===== config.mk =====
export PLATFORM = sky130hd
export DESIGN_NAME = gb_serial_port
export DESIGN_NICKNAME = d
export VERILOG_FILES = /design/src/rtl/gb_serial_port_pkg.sv /design/src/rtl/gb_serial_port_sync2.sv /design/src/rtl/gb_serial_port.sv
export SDC_FILE = /design/constraint.sdc
export NUM_CORES = 1
export LEC_CHECK = 0
export CAP_MARGIN = 20
export CORE_MARGIN = 8
export CORE_UTILIZATION = 26
export CTS_BUF_LIST = sky130_fd_sc_hd__clkbuf_4 sky130_fd_sc_hd__clkbuf_8 sky130_fd_sc_hd__clkbuf_16
export DETAILED_ROUTE_END_ITERATION = 7
export HOLD_SLACK_MARGIN = 0.12
export PLACE_DENSITY = 0.52
export SLEW_MARGIN = 20
export SYNTH_ARGS = -nofsm -noshare
export SYNTH_HDL_FRONTEND = slang
export SYNTH_HIERARCHICAL = 1
export SYNTH_SLANG_ARGS = --single-unit
export TNS_END_PERCENT = 1

===== constraint.sdc =====
create_clock -name iClock -period 2.4 [get_ports iClock]
set_clock_uncertainty 0.2 [all_clocks]
set_input_delay 0.48 -clock iClock [delete_from_list [all_inputs] [get_ports iClock]]
set_output_delay 0.48 -clock iClock [all_outputs]
set_load 0.03 [all_outputs]

===== src/rtl/gb_serial_port_pkg.sv =====
// -----------------------------------------------------------------------------
// gb_serial_port_pkg
//
// Shared definitions for the Game Boy link-cable serial port:
//   - I/O addresses of the SB (shift data) and SC (control) registers
//   - serial FSM state encoding (2 bits)
//   - interrupt-flag bit the interrupt controller ORs oInterrupt into
//   - bit count of one transfer and the SC read-back formatter
// -----------------------------------------------------------------------------
package gb_serial_port_pkg;

   // MMU I/O addresses
   localparam logic [15:0] SERIAL_SB = 16'hFF01;
   localparam logic [15:0] SERIAL_SC = 16'hFF02;

   // IF register bit owned by the serial port
   localparam int unsigned INT_SERIAL_BIT = 3;

   // Bits shifted per transfer; the bit counter runs 0..XFER_BITS
   localparam logic [3:0] XFER_BITS = 4'd8;

   // Serial FSM states
   typedef enum logic [1:0] {
      SER_IDLE = 2'd0,
      SER_LOW  = 2'd1,
      SER_HIGH = 2'd2
   } ser_state_e;

   // SC reads back with the unimplemented bits 6..1 set
   function automatic logic [7:0] sc_read(input logic start, input logic clksel);
      return {start, 6'b111111, clksel};
   endfunction

endpackage


===== src/rtl/gb_serial_port_sync2.sv =====
// -----------------------------------------------------------------------------
// gb_serial_port_sync2
//
// Two-flop synchronizer (1 bit, reset value 1) for the asynchronous link-cable
// pins. Both link pins idle high, so resetting to 1 keeps a reset from looking
// like a falling edge on the external clock.
//
// Ports:
//   iClock  - system clock
//   iReset  - synchronous active-high reset, forces both flops to 1
//   iAsync  - asynchronous input pin
//   oSync   - synchronized output, two cycles behind iAsync
// -----------------------------------------------------------------------------
module gb_serial_port_sync2 (
   input  logic iClock,
   input  logic iReset,
   input  logic iAsync,
   output logic oSync
);

   logic meta_q;
   logic sync_q;

   always_ff @(posedge iClock) begin
      if (iReset) begin
         meta_q <= 1'b1;
         sync_q <= 1'b1;
      end else begin
         meta_q <= iAsync;
         sync_q <= meta_q;
      end
   end

   assign oSync = sync_q;

endmodule


===== src/rtl/gb_serial_port.sv =====
// -----------------------------------------------------------------------------
// gb_serial_port
//
// Game Boy link-cable serial port. Responds on the MMU I/O bus at SB (0xFF01)
// and SC (0xFF02). A transfer shifts SB out MSB-first on oSerialOut while the
// bits arriving on iSerialIn are shifted in at the LSB. The serial clock is
// either generated internally (CLOCK_DIV system cycles per half period) or
// taken from the link partner on iSerialClockExt. Completion raises a
// one-cycle oInterrupt pulse.
//
// Parameters:
//   CLOCK_DIV        - system cycles per serial-clock half period (1..65535)
//
// Ports:
//   iClock           - system clock, rising edge
//   iReset           - synchronous active-high reset
//   iAddr            - MMU address bus
//   iData            - MMU write data
//   iWe              - write strobe
//   oData            - combinational read data (0x00 when not selected)
//   oHit             - combinational, 1 when iAddr selects SB or SC
//   oSerialClock     - serial clock out, idles high, driven only internally
//   oSerialOut       - serial data out (always SB[7])
//   iSerialIn        - serial data in, asynchronous
//   iSerialClockExt  - external serial clock, asynchronous
//   oInterrupt       - one-cycle pulse at transfer completion
// -----------------------------------------------------------------------------
module gb_serial_port
   import gb_serial_port_pkg::*;
#(
   parameter int unsigned CLOCK_DIV = 256
) (
   input  logic        iClock,
   input  logic        iReset,
   input  logic [15:0] iAddr,
   input  logic [7:0]  iData,
   input  logic        iWe,
   output logic [7:0]  oData,
   output logic        oHit,
   output logic        oSerialClock,
   output logic        oSerialOut,
   input  logic        iSerialIn,
   input  logic        iSerialClockExt,
   output logic        oInterrupt
);

   localparam logic [15:0] DIV_LAST = 16'(CLOCK_DIV - 1);

   // Architectural registers
   logic [7:0]  sb_q;
   logic        start_q;
   logic        clksel_q;

   // Transfer machinery
   ser_state_e  state_q;
   logic        xfer_int_q;    // clock source latched at start of transfer
   logic [3:0]  cnt_q;
   logic [15:0] div_q;
   logic [15:0] div_d;
   logic        sclk_q;
   logic        irq_q;
   logic        ext_prev_q;

   // Synchronized pins and decoded events
   logic        sin_sync;
   logic        sclk_ext_sync;
   logic        ext_rise;
   logic        ext_fall;
   logic        div_last;
   logic        low_done;
   logic        high_done;

   // Bus decode
   logic        sel_sb;
   logic        sel_sc;
   logic        sb_wr;
   logic        sc_wr;
   logic        abort;

   gb_serial_port_sync2 u_sync_sin (
      .iClock (iClock),
      .iReset (iReset),
      .iAsync (iSerialIn),
      .oSync  (sin_sync)
   );

   gb_serial_port_sync2 u_sync_sclk (
      .iClock (iClock),
      .iReset (iReset),
      .iAsync (iSerialClockExt),
      .oSync  (sclk_ext_sync)
   );

   assign sel_sb = (iAddr == SERIAL_SB);
   assign sel_sc = (iAddr == SERIAL_SC);
   assign sb_wr  = iWe & sel_sb;
   assign sc_wr  = iWe & sel_sc;

   // A stop write during a transfer wins over any phase completion in the
   // same cycle, including the final one, so no interrupt can slip out.
   assign abort  = sc_wr & ~iData[7] & (state_q != SER_IDLE);

   // Edge detection on the synchronized external clock
   assign ext_rise = sclk_ext_sync & ~ext_prev_q;
   assign ext_fall = ~sclk_ext_sync & ext_prev_q;

   // Divider restarts from 0 on every state change, so a half period ends
   // when it has counted CLOCK_DIV cycles in the current state.
   assign div_d     = div_q + 16'd1;
   assign div_last  = (div_q == DIV_LAST);
   assign low_done  = xfer_int_q ? div_last : ext_rise;
   assign high_done = xfer_int_q ? div_last : ext_fall;

   always_ff @(posedge iClock) begin
      if (iReset) begin
         state_q    <= SER_IDLE;
         sb_q       <= 8'h00;
         start_q    <= 1'b0;
         clksel_q   <= 1'b0;
         xfer_int_q <= 1'b0;
         cnt_q      <= 4'd0;
         div_q      <= 16'd0;
         sclk_q     <= 1'b1;
         irq_q      <= 1'b0;
         ext_prev_q <= 1'b1;
      end else begin
         ext_prev_q <= sclk_ext_sync;
         irq_q      <= 1'b0;

         // clksel always follows SC writes; an active transfer keeps using
         // its latched copy in xfer_int_q.
         if (sc_wr) begin
            clksel_q <= iData[0];
         end

         if (abort) begin
            state_q <= SER_IDLE;
            start_q <= 1'b0;
            div_q   <= 16'd0;
            sclk_q  <= 1'b1;
         end else begin
            unique case (state_q)
               SER_IDLE: begin
                  sclk_q <= 1'b1;
                  if (sb_wr) begin
                     sb_q <= iData;
                  end
                  if (sc_wr && iData[7]) begin
                     state_q    <= SER_LOW;
                     start_q    <= 1'b1;
                     xfer_int_q <= iData[0];
                     cnt_q      <= 4'd0;
                     div_q      <= 16'd0;
                     // Pin only drops when we own the clock
                     sclk_q     <= ~iData[0];
                  end
               end

               SER_LOW: begin
                  if (low_done) begin
                     state_q <= SER_HIGH;
                     sb_q    <= {sb_q[6:0], sin_sync};
                     cnt_q   <= cnt_q + 4'd1;
                     div_q   <= 16'd0;
                     sclk_q  <= 1'b1;
                  end else begin
                     div_q <= div_d;
                  end
               end

               SER_HIGH: begin
                  if (high_done) begin
                     div_q <= 16'd0;
                     if (cnt_q == XFER_BITS) begin
                        state_q <= SER_IDLE;
                        start_q <= 1'b0;
                        irq_q   <= 1'b1;
                        sclk_q  <= 1'b1;
                     end else begin
                        state_q <= SER_LOW;
                        sclk_q  <= ~xfer_int_q;
                     end
                  end else begin
                     div_q <= div_d;
                  end
               end

               default: begin
                  state_q <= SER_IDLE;
                  sclk_q  <= 1'b1;
               end
            endcase
         end
      end
   end

   // Combinational read port
   always_comb begin
      oData = 8'h00;
      if (sel_sb) begin
         oData = sb_q;
      end else if (sel_sc) begin
         oData = sc_read(start_q, clksel_q);
      end
   end

   assign oHit         = sel_sb | sel_sc;
   assign oSerialClock = sclk_q;
   assign oSerialOut   = sb_q[7];
   assign oInterrupt   = irq_q;

endmodule


==> results of run 1 <==
## final cells by class
cell class | count | area [um2] | share of cell area, %
Timing Repair Buffer | 95 | 847 | 24.0
Clock inverter | 2 | 15.0 | 0.426
Clock buffer | 6 | 82.6 | 2.34
Multi-Input combinational cell | 219 | 1590 | 45.2
Inverter | 12 | 45.0 | 1.28
Tap cell | 111 | 139 | 3.94
Sequential cell | 40 | 803 | 22.8
## layout by cell type, fill, tap and decap left out, types with 7 or more instances in the layout
master / count
sky130_fd_sc_hd__clkdlybuf4s50_1: 15
sky130_fd_sc_hd__inv_1: 12
sky130_fd_sc_hd__o21ai_0: 8
sky130_fd_sc_hd__dlygate4sd2_1: 7
sky130_fd_sc_hd__mux2i_1: 12
sky130_fd_sc_hd__nor2_1: 14
sky130_fd_sc_hd__nor3_1: 7
sky130_fd_sc_hd__buf_4: 52
sky130_fd_sc_hd__a311oi_1: 7
sky130_fd_sc_hd__dfxtp_1: 38
sky130_fd_sc_hd__mux2_2: 8
sky130_fd_sc_hd__nand2_1: 44
sky130_fd_sc_hd__buf_6: 10
sky130_fd_sc_hd__nand3_1: 11
sky130_fd_sc_hd__a21oi_1: 16
## sequential cells by signal (all words and copies together), names as in the netlist
register,cells
u_sync_sin/oSync,1
u_sync_sclk/meta_q,1
u_sync_sclk/oSync,1
cnt_q,4
state_q,2
u_sync_sin/meta_q,1
xfer_int_q,1
oInterrupt,1
div_q,16
ext_prev_q,1
sb_q,8
clksel_q,1
oSerialClock,1
start_q,1
## where the power goes
group	leakage, nW	switching, W	internal (W)
Sequential	0.324	0.00000112	0.000666
Clock	0.0434	0.000266	0.000233
Combinational	1.06	0.0000441	0.0000600
## logic make-up after synthesis
kind of cell,after synthesis,share of synthesized area [%]
compound gates,68,21.5
fa+ha+maj,8,4.09
buf+inv,27,5.42
flops,40,32.8
mux,20,8.60
simple gates,123,27.6
## per-stage QoR
stage                     hold WS (ns)  utilization (%)  cells
after floorplan                  0.183                -    286
after CTS                        0.213             37.9    483
after global routing             0.256             38.3    485
after detailed placement         0.192             35.5    469
after global placement           0.190             35.5    469
final                            0.214             38.3    485
## repair_timing
item	CTS	global route
gates cloned	1	0
endpoints found under the setup margin	22	25
pin swaps	9	7
resized for setup	44	21
setup buffers	5	2
## worst min-delay path by stage
| stage | startpoint | to | slack [ns] | depth (start not counted) |
|---|---|---|---|---|
| 2_1_floorplan | u_sync_sclk/meta_q$_SDFF_PP1_ | u_sync_sclk/oSync$_SDFF_PP1_ | 0.18 | 1 |
| 3_3_place_gp | u_sync_sclk/meta_q$_SDFF_PP1_ | u_sync_sclk/oSync$_SDFF_PP1_ | 0.19 | 1 |
| 3_5_place_dp | u_sync_sclk/meta_q$_SDFF_PP1_ | u_sync_sclk/oSync$_SDFF_PP1_ | 0.19 | 1 |
| 4_1_cts | u_sync_sclk/meta_q$_SDFF_PP1_ | u_sync_sclk/oSync$_SDFF_PP1_ | 0.21 | 1 |
| 5_1_grt | u_sync_sin/meta_q$_SDFF_PP1_ | u_sync_sin/oSync$_SDFF_PP1_ | 0.26 | 1 |
| 6_report | u_sync_sclk/meta_q$_SDFF_PP1_ | u_sync_sclk/oSync$_SDFF_PP1_ | 0.21 | 1 |
## layer usage
layer	up-vias	global-route usage, %	part of all wire (%)
met2	63	18.0	45
li1	1241	-	-
met3	4	1.97	4.8
met4	0	3.82	1.0
met1	1145	15.9	50
met5	-	0	0
==> results.cfg, run 1 <==
[outcome]
status = complete, no violations

[synth]
synthDominantCellAreaShare_pct = 32.8
synth_cells = 286
ys_ff_latch = 40
dominantRegCellSynth = sky130_fd_sc_hd__dfxtp_1
synth.top_cells.by_area = sky130_fd_sc_hd__dfxtp_1, sky130_fd_sc_hd__nand2_1, sky130_fd_sc_hd__mux2i_1, sky130_fd_sc_hd__ha_1, sky130_fd_sc_hd__mux2_2
synth.net_count = 323
synth_commonest_cells = sky130_fd_sc_hd__nand2_1, sky130_fd_sc_hd__dfxtp_1, sky130_fd_sc_hd__a21oi_1, sky130_fd_sc_hd__nor2_1
mappedNetlistArea_um2 = 2440
synth_enable_flop_cells = 0
yosys.area.top_type = sky130_fd_sc_hd__dfxtp_1
async_flop_share_pct = 0
synth.avg_cell_area_um2 = 8.55
yosysWarningCount = 6
synth-seq-area-share_pct = 32.8
post-synth-top-count-cell = sky130_fd_sc_hd__nand2_1
yosysUniqueCellTypes = 65

[worst_setup_path]
worstPathRequired_ns = 1.72
timing.rr.start = div_q[15]$_SDFFE_PP0P_
worst-r2r-cell-count = 6
worst_path_max_delay_cell = sky130_fd_sc_hd__and4b_2
slowest_stage_delay_cp_ns = 0.26
cp_data_arrival_time_ns = 1.67
rrSetupSlack_ns = 0.06
worst-path-max-fanout = 5
timing.critical_path.to_type = primary output
reg_to_reg_endpoint = sb_q[7]$_SDFFE_PP0P_
crit_end = oHit
critical_path_type = in -> out
critical_path.startpoint = iAddr[9]
crit_cells = 6
dominant_delay_contributor_by_cell_family_on_the_critical_path = simple AND/OR/NAND/NOR gates
critical_path.startpoint_type = input port
total_buffers_and_inverters_traversed_by_the_critical_path = 3
crit_chain = dlygate4sd2_1 -> and4b_2 -> and4_4 -> buf_16 -> or2_4 -> buf_6

[sta]
final_max_slew_viol_count = 0
setup_viol_count_final = 0
min_period_over_period_pct = 98.0
worst-slew-pin-transition_ns = 0.412
grt_setup_unrepaired = yes
period_minus_slack_ns = 2.35
final-hold-violation-count = 0
max_freq_ghz = 0.425
relSlewSlack_pct = 72.5
setup_ws_ns = 0.0485
fin_tns_setup_ns = 0

[die]
initial_utilization_pct = 26.6
placementRows = 35
floorplan.io_pins = 41
die_w_um = 113
placeableCoreArea_um2 = 9200
die_area_um2 = 12800
fp.dieH_um = 113

[power_and_ir_drop]
worst_ir_drop_vdd_uv = 215
totalPowerFinal_w = 0.00127
p_per_area_nw_per_um2 = 361
power_leakage_nw = 1.42

[global_routing]
first_global_vias = 2384
global_route.overflow_total = 0
grt_antenna_before_repair = 0
grt_pass1_wl_um = 12200
grt_start_max_net_pins = 17
gr-usage-all-layers_pct = 11.6

[detailed_routing]
routed_wirelength_um = 7410
via_count = 2453
postRouteAntennaNets = 0
average_wire_length_per_cell_after_detail_routing_um = 15.3
dr.pass1.iters = 4
avgViaCountPerCell = 5.06
drc = 0
drt-initial-drc-count = 146

[cts]
clock_insertion_delay_worst_skew_ns = 0.30
tritoncts_num_sinks = 40
tritoncts_clock_tree = yes
cts_made_buffers = 5
cts-root-to-sink-buffers = 2
ctsHtreeMaxLevel = 2
clk_pin_slew_ns = 0.08
ctsRootBufferMaster = sky130_fd_sc_hd__clkbuf_8
cts_stage_hold_buffer_count = 0

[final_layout]
fill_cells = 966
flow.area_growth_from_synthesis_pct = 44.1
antenna_cells_inserted = 0
final_layout_size_suffix_gt1_share_pct = 30.5
design.final.nets = 410
final_cell_area_um2 = 3520

[hold_path]
min_path_type = reg -> reg

[place]
detailed_place_hpwl_um = 5350
io_buffers = 40
gp_congestion = 0.811
detailed_place.area_um2 = 3260
place_worst_setup_slack_ns = -0.400

[job]
max_cap_violations = 0
Power figures use the tool's default switching activity.
==> run 2, diff against run 1 <==
CTS_BUF_LIST = sky130_fd_sc_hd__clkbuf_8   (was sky130_fd_sc_hd__clkbuf_4 sky130_fd_sc_hd__clkbuf_8 sky130_fd_sc_hd__clkbuf_16)
CTS_CLUSTER_DIAMETER = 30   (was unset)
SLEW_MARGIN = 30   (was 20)
==> results of run 2 <==
No change in the layout: final DEF, timing and power equal those of run 1.
==> run 3, diff against run 2 <==
RECOVER_POWER = 100   (was unset)
==> run 3 against run 2 <==
Net effect: combinational power is essentially flat; via count down 0.16%; global-route usage is the same; worst setup slack hardly changed; sequential share of layout area barely moved; clock power hardly changed; wire length about the same; sequential cell count unchanged; clock-buffer cell count is the same; hold slack unchanged; critical path depth did not move; die area stayed put; critical path type unchanged.
==> results.cfg, run 3 (same netlist as run 1, synthesis figures left out) <==
[worst_setup_path]
cp_data_arrival_time_ns = 1.67
timing.critical_path.to_type = primary output
worst_path_max_delay_cell = sky130_fd_sc_hd__and4b_2
worst-path-max-fanout = 5
critical_path_type = in -> out
critical_path.startpoint_type = input port
critical_path.startpoint = iAddr[9]
slowest_stage_delay_cp_ns = 0.26
dominant_delay_contributor_by_cell_family_on_the_critical_path = simple AND/OR/NAND/NOR gates
crit_chain = dlygate4sd2_1 -> and4b_2 -> and4_4 -> buf_16 -> or2_4 -> buf_6
timing.rr.start = div_q[15]$_SDFFE_PP0P_
total_buffers_and_inverters_traversed_by_the_critical_path = 3
worstPathRequired_ns = 1.72

[die]
initial_utilization_pct = 26.6
die_w_um = 113
floorplan.io_pins = 41
placementRows = 35
fp.dieH_um = 113
die_area_um2 = 12800
placeableCoreArea_um2 = 9200

[detailed_routing]
routed_wirelength_um = 7410
avgViaCountPerCell = 5.05
drt-initial-drc-count = 145
average_wire_length_per_cell_after_detail_routing_um = 15.3
dr.pass1.iters = 4
via_count = 2449
topRoutingLayerUsed = met4
wl_met1_um = 3670
postRouteAntennaNets = 0
drc = 0
wl_met3_um = 360
routed-wl-met2_um = 3300

[hold_path]
hold_path.startpoint = u_sync_sclk/meta_q$_SDFF_PP1_
min_path_type = reg -> reg

[global_routing]
grt_antenna_before_repair = 0
grt_start_max_net_pins = 17
first_global_vias = 2384
grt_pass1_wl_um = 12200
gr-usage-all-layers_pct = 11.6
global_route.overflow_total = 0

[cts]
clock_insertion_delay_worst_skew_ns = 0.30
cts_stage_hold_buffer_count = 0
cts_made_buffers = 5
ctsHtreeMaxLevel = 2
tritoncts_num_sinks = 40
ctsRootBufferMaster = sky130_fd_sc_hd__clkbuf_8
clk_pin_slew_ns = 0.08
tritoncts_clock_tree = yes
cts-root-to-sink-buffers = 2

[final_layout]
design.final.nets = 410
final_layout_size_suffix_gt1_share_pct = 29.9
registers.top_by_ff_count = div_q
stdcell_count = 485
number_of_flip_flops_under_the_largest_register_name = 16
flow.area_growth_from_synthesis_pct = 43.8
fill_cells = 968
multi_input_area_um2 = 1590
top_regs = div_q (16), sb_q (8), cnt_q (4)
most_frequent_cells_in_the_layout = sky130_fd_sc_hd__buf_4, sky130_fd_sc_hd__nand2_1, sky130_fd_sc_hd__dfxtp_1
final_cell_area_um2 = 3510
most_common_library_cell_in_the_layout_ignoring_fill_and_taps = sky130_fd_sc_hd__buf_4
layout.area.seq_um2 = 803
antenna_cells_inserted = 0

[sta]
final-hold-violation-count = 0
relSlewSlack_pct = 72.5
grt_setup_unrepaired = yes
period_minus_slack_ns = 2.35
setup_viol_count_final = 0
worst-slew-pin-transition_ns = 0.412
final_max_slew_viol_count = 0
holdWs_ns = 0.214
setup_ws_ns = 0.0485
min_period_over_period_pct = 98.0
max_freq_ghz = 0.425

[power_and_ir_drop]
pwr-share-clk_pct = 39.3
power.share.switching_pct = 24.5
totalPowerFinal_w = 0.00127
seqPwrFrac_pct = 52.6
power_leakage_nw = 1.42
switching_power_w = 0.000311
power.combinational.fraction_pct = 8.1
p_per_area_nw_per_um2 = 361
internal_power_w = 0.000958
worst_ir_drop_vdd_uv = 215

[place]
detailed_place.area_um2 = 3260
place_worst_setup_slack_ns = -0.400
io_buffers = 40
gp_congestion = 0.811
place.detailed.instances = 469
detailed_place_hpwl_um = 5350

[job]
max_cap_violations = 0

[outcome]
status = complete, no violations
==> run 3: cell types whose count changed in the layout (fill, tap and decap cells not counted) <==
cell	before	now
sky130_fd_sc_hd__clkbuf_1	0	2
sky130_fd_sc_hd__buf_4	52	50
sky130_fd_sc_hd__dlygate4sd3_1	0	1
sky130_fd_sc_hd__clkdlybuf4s50_1	15	14
==> run 3: metal layers <==
metal / vias to the layer above / GRT usage, %
li1: 1240 / -
met1: 1142 / 15.9
met2: 63 / 18.0
met3: 4 / 1.97
met4: 0 / 3.82
met5: - / 0
==> run 3: power by group through the flow <==
| stage | registers (W) | logic, W | clock network (W) |
|---|---|---|---|
| CTS | 0.000668 | 0.000102 | 0.000515 |
| detailed placement | 0.000683 | 0.000102 | 0 |
| global route | 0.000668 | 0.000109 | 0.000545 |
| global placement | 0.000683 | 0.000102 | 0 |
| floorplan | 0.000683 | 0.0000360 | 0 |
| finish | 0.000668 | 0.000102 | 0.000499 |
==> run 3: worst paths after layout <==
path / slack [ns] / depth (start not counted) / end
worst min-delay path: 0.21 / 1 / u_sync_sclk/oSync$_SDFF_PP1_
worst max register to register: 0.06 / 6 / sb_q[7]$_SDFFE_PP0P_
worst min register to register: 0.21 / 1 / u_sync_sclk/oSync$_SDFF_PP1_
worst max-delay path: 0.05 / 6 / oHit
==> run 3: cell type report <==
cell class | count | share of cell area [%]
Tap cell | 111 | 3.95
Sequential cell | 40 | 22.9
Inverter | 12 | 1.28
Timing Repair Buffer | 95 | 23.9
Multi-Input combinational cell | 219 | 45.2
Clock buffer | 6 | 2.35
Clock inverter | 2 | 0.427
==> run 3: worst reg2reg max path: cells and delay by family, from the launching register on <==
| family | cells | cell delay (ns) |
|---|---|---|
| buffers and inverters | 1 | 0.15 |
| flip-flops | 1 | 0.33 |
| AND/OR/NAND/NOR | 2 | 1.13 |
| AO/OA/AOI/OAI | 2 | 0.31 |
| multiplexers | 1 | 0.12 |
==> run 3: timing repair <==
action	in CTS	in global routing
pin swaps	9	7
setup buffers	5	2
gates resized for setup	44	21
gates cloned	1	0
endpoints found under the setup margin	22	25
==> run 3: metrics by stage <==
| stage | TNS [ns] | utilization (%) |
|---|---|---|
| global placement | -10.22 | 35.5 |
| finish | 0 | 38.2 |
| detailed placement | -11.46 | 35.5 |
| global route | -0.00846 | 38.2 |
| floorplan | 0 | - |
| CTS | 0 | 37.9 |
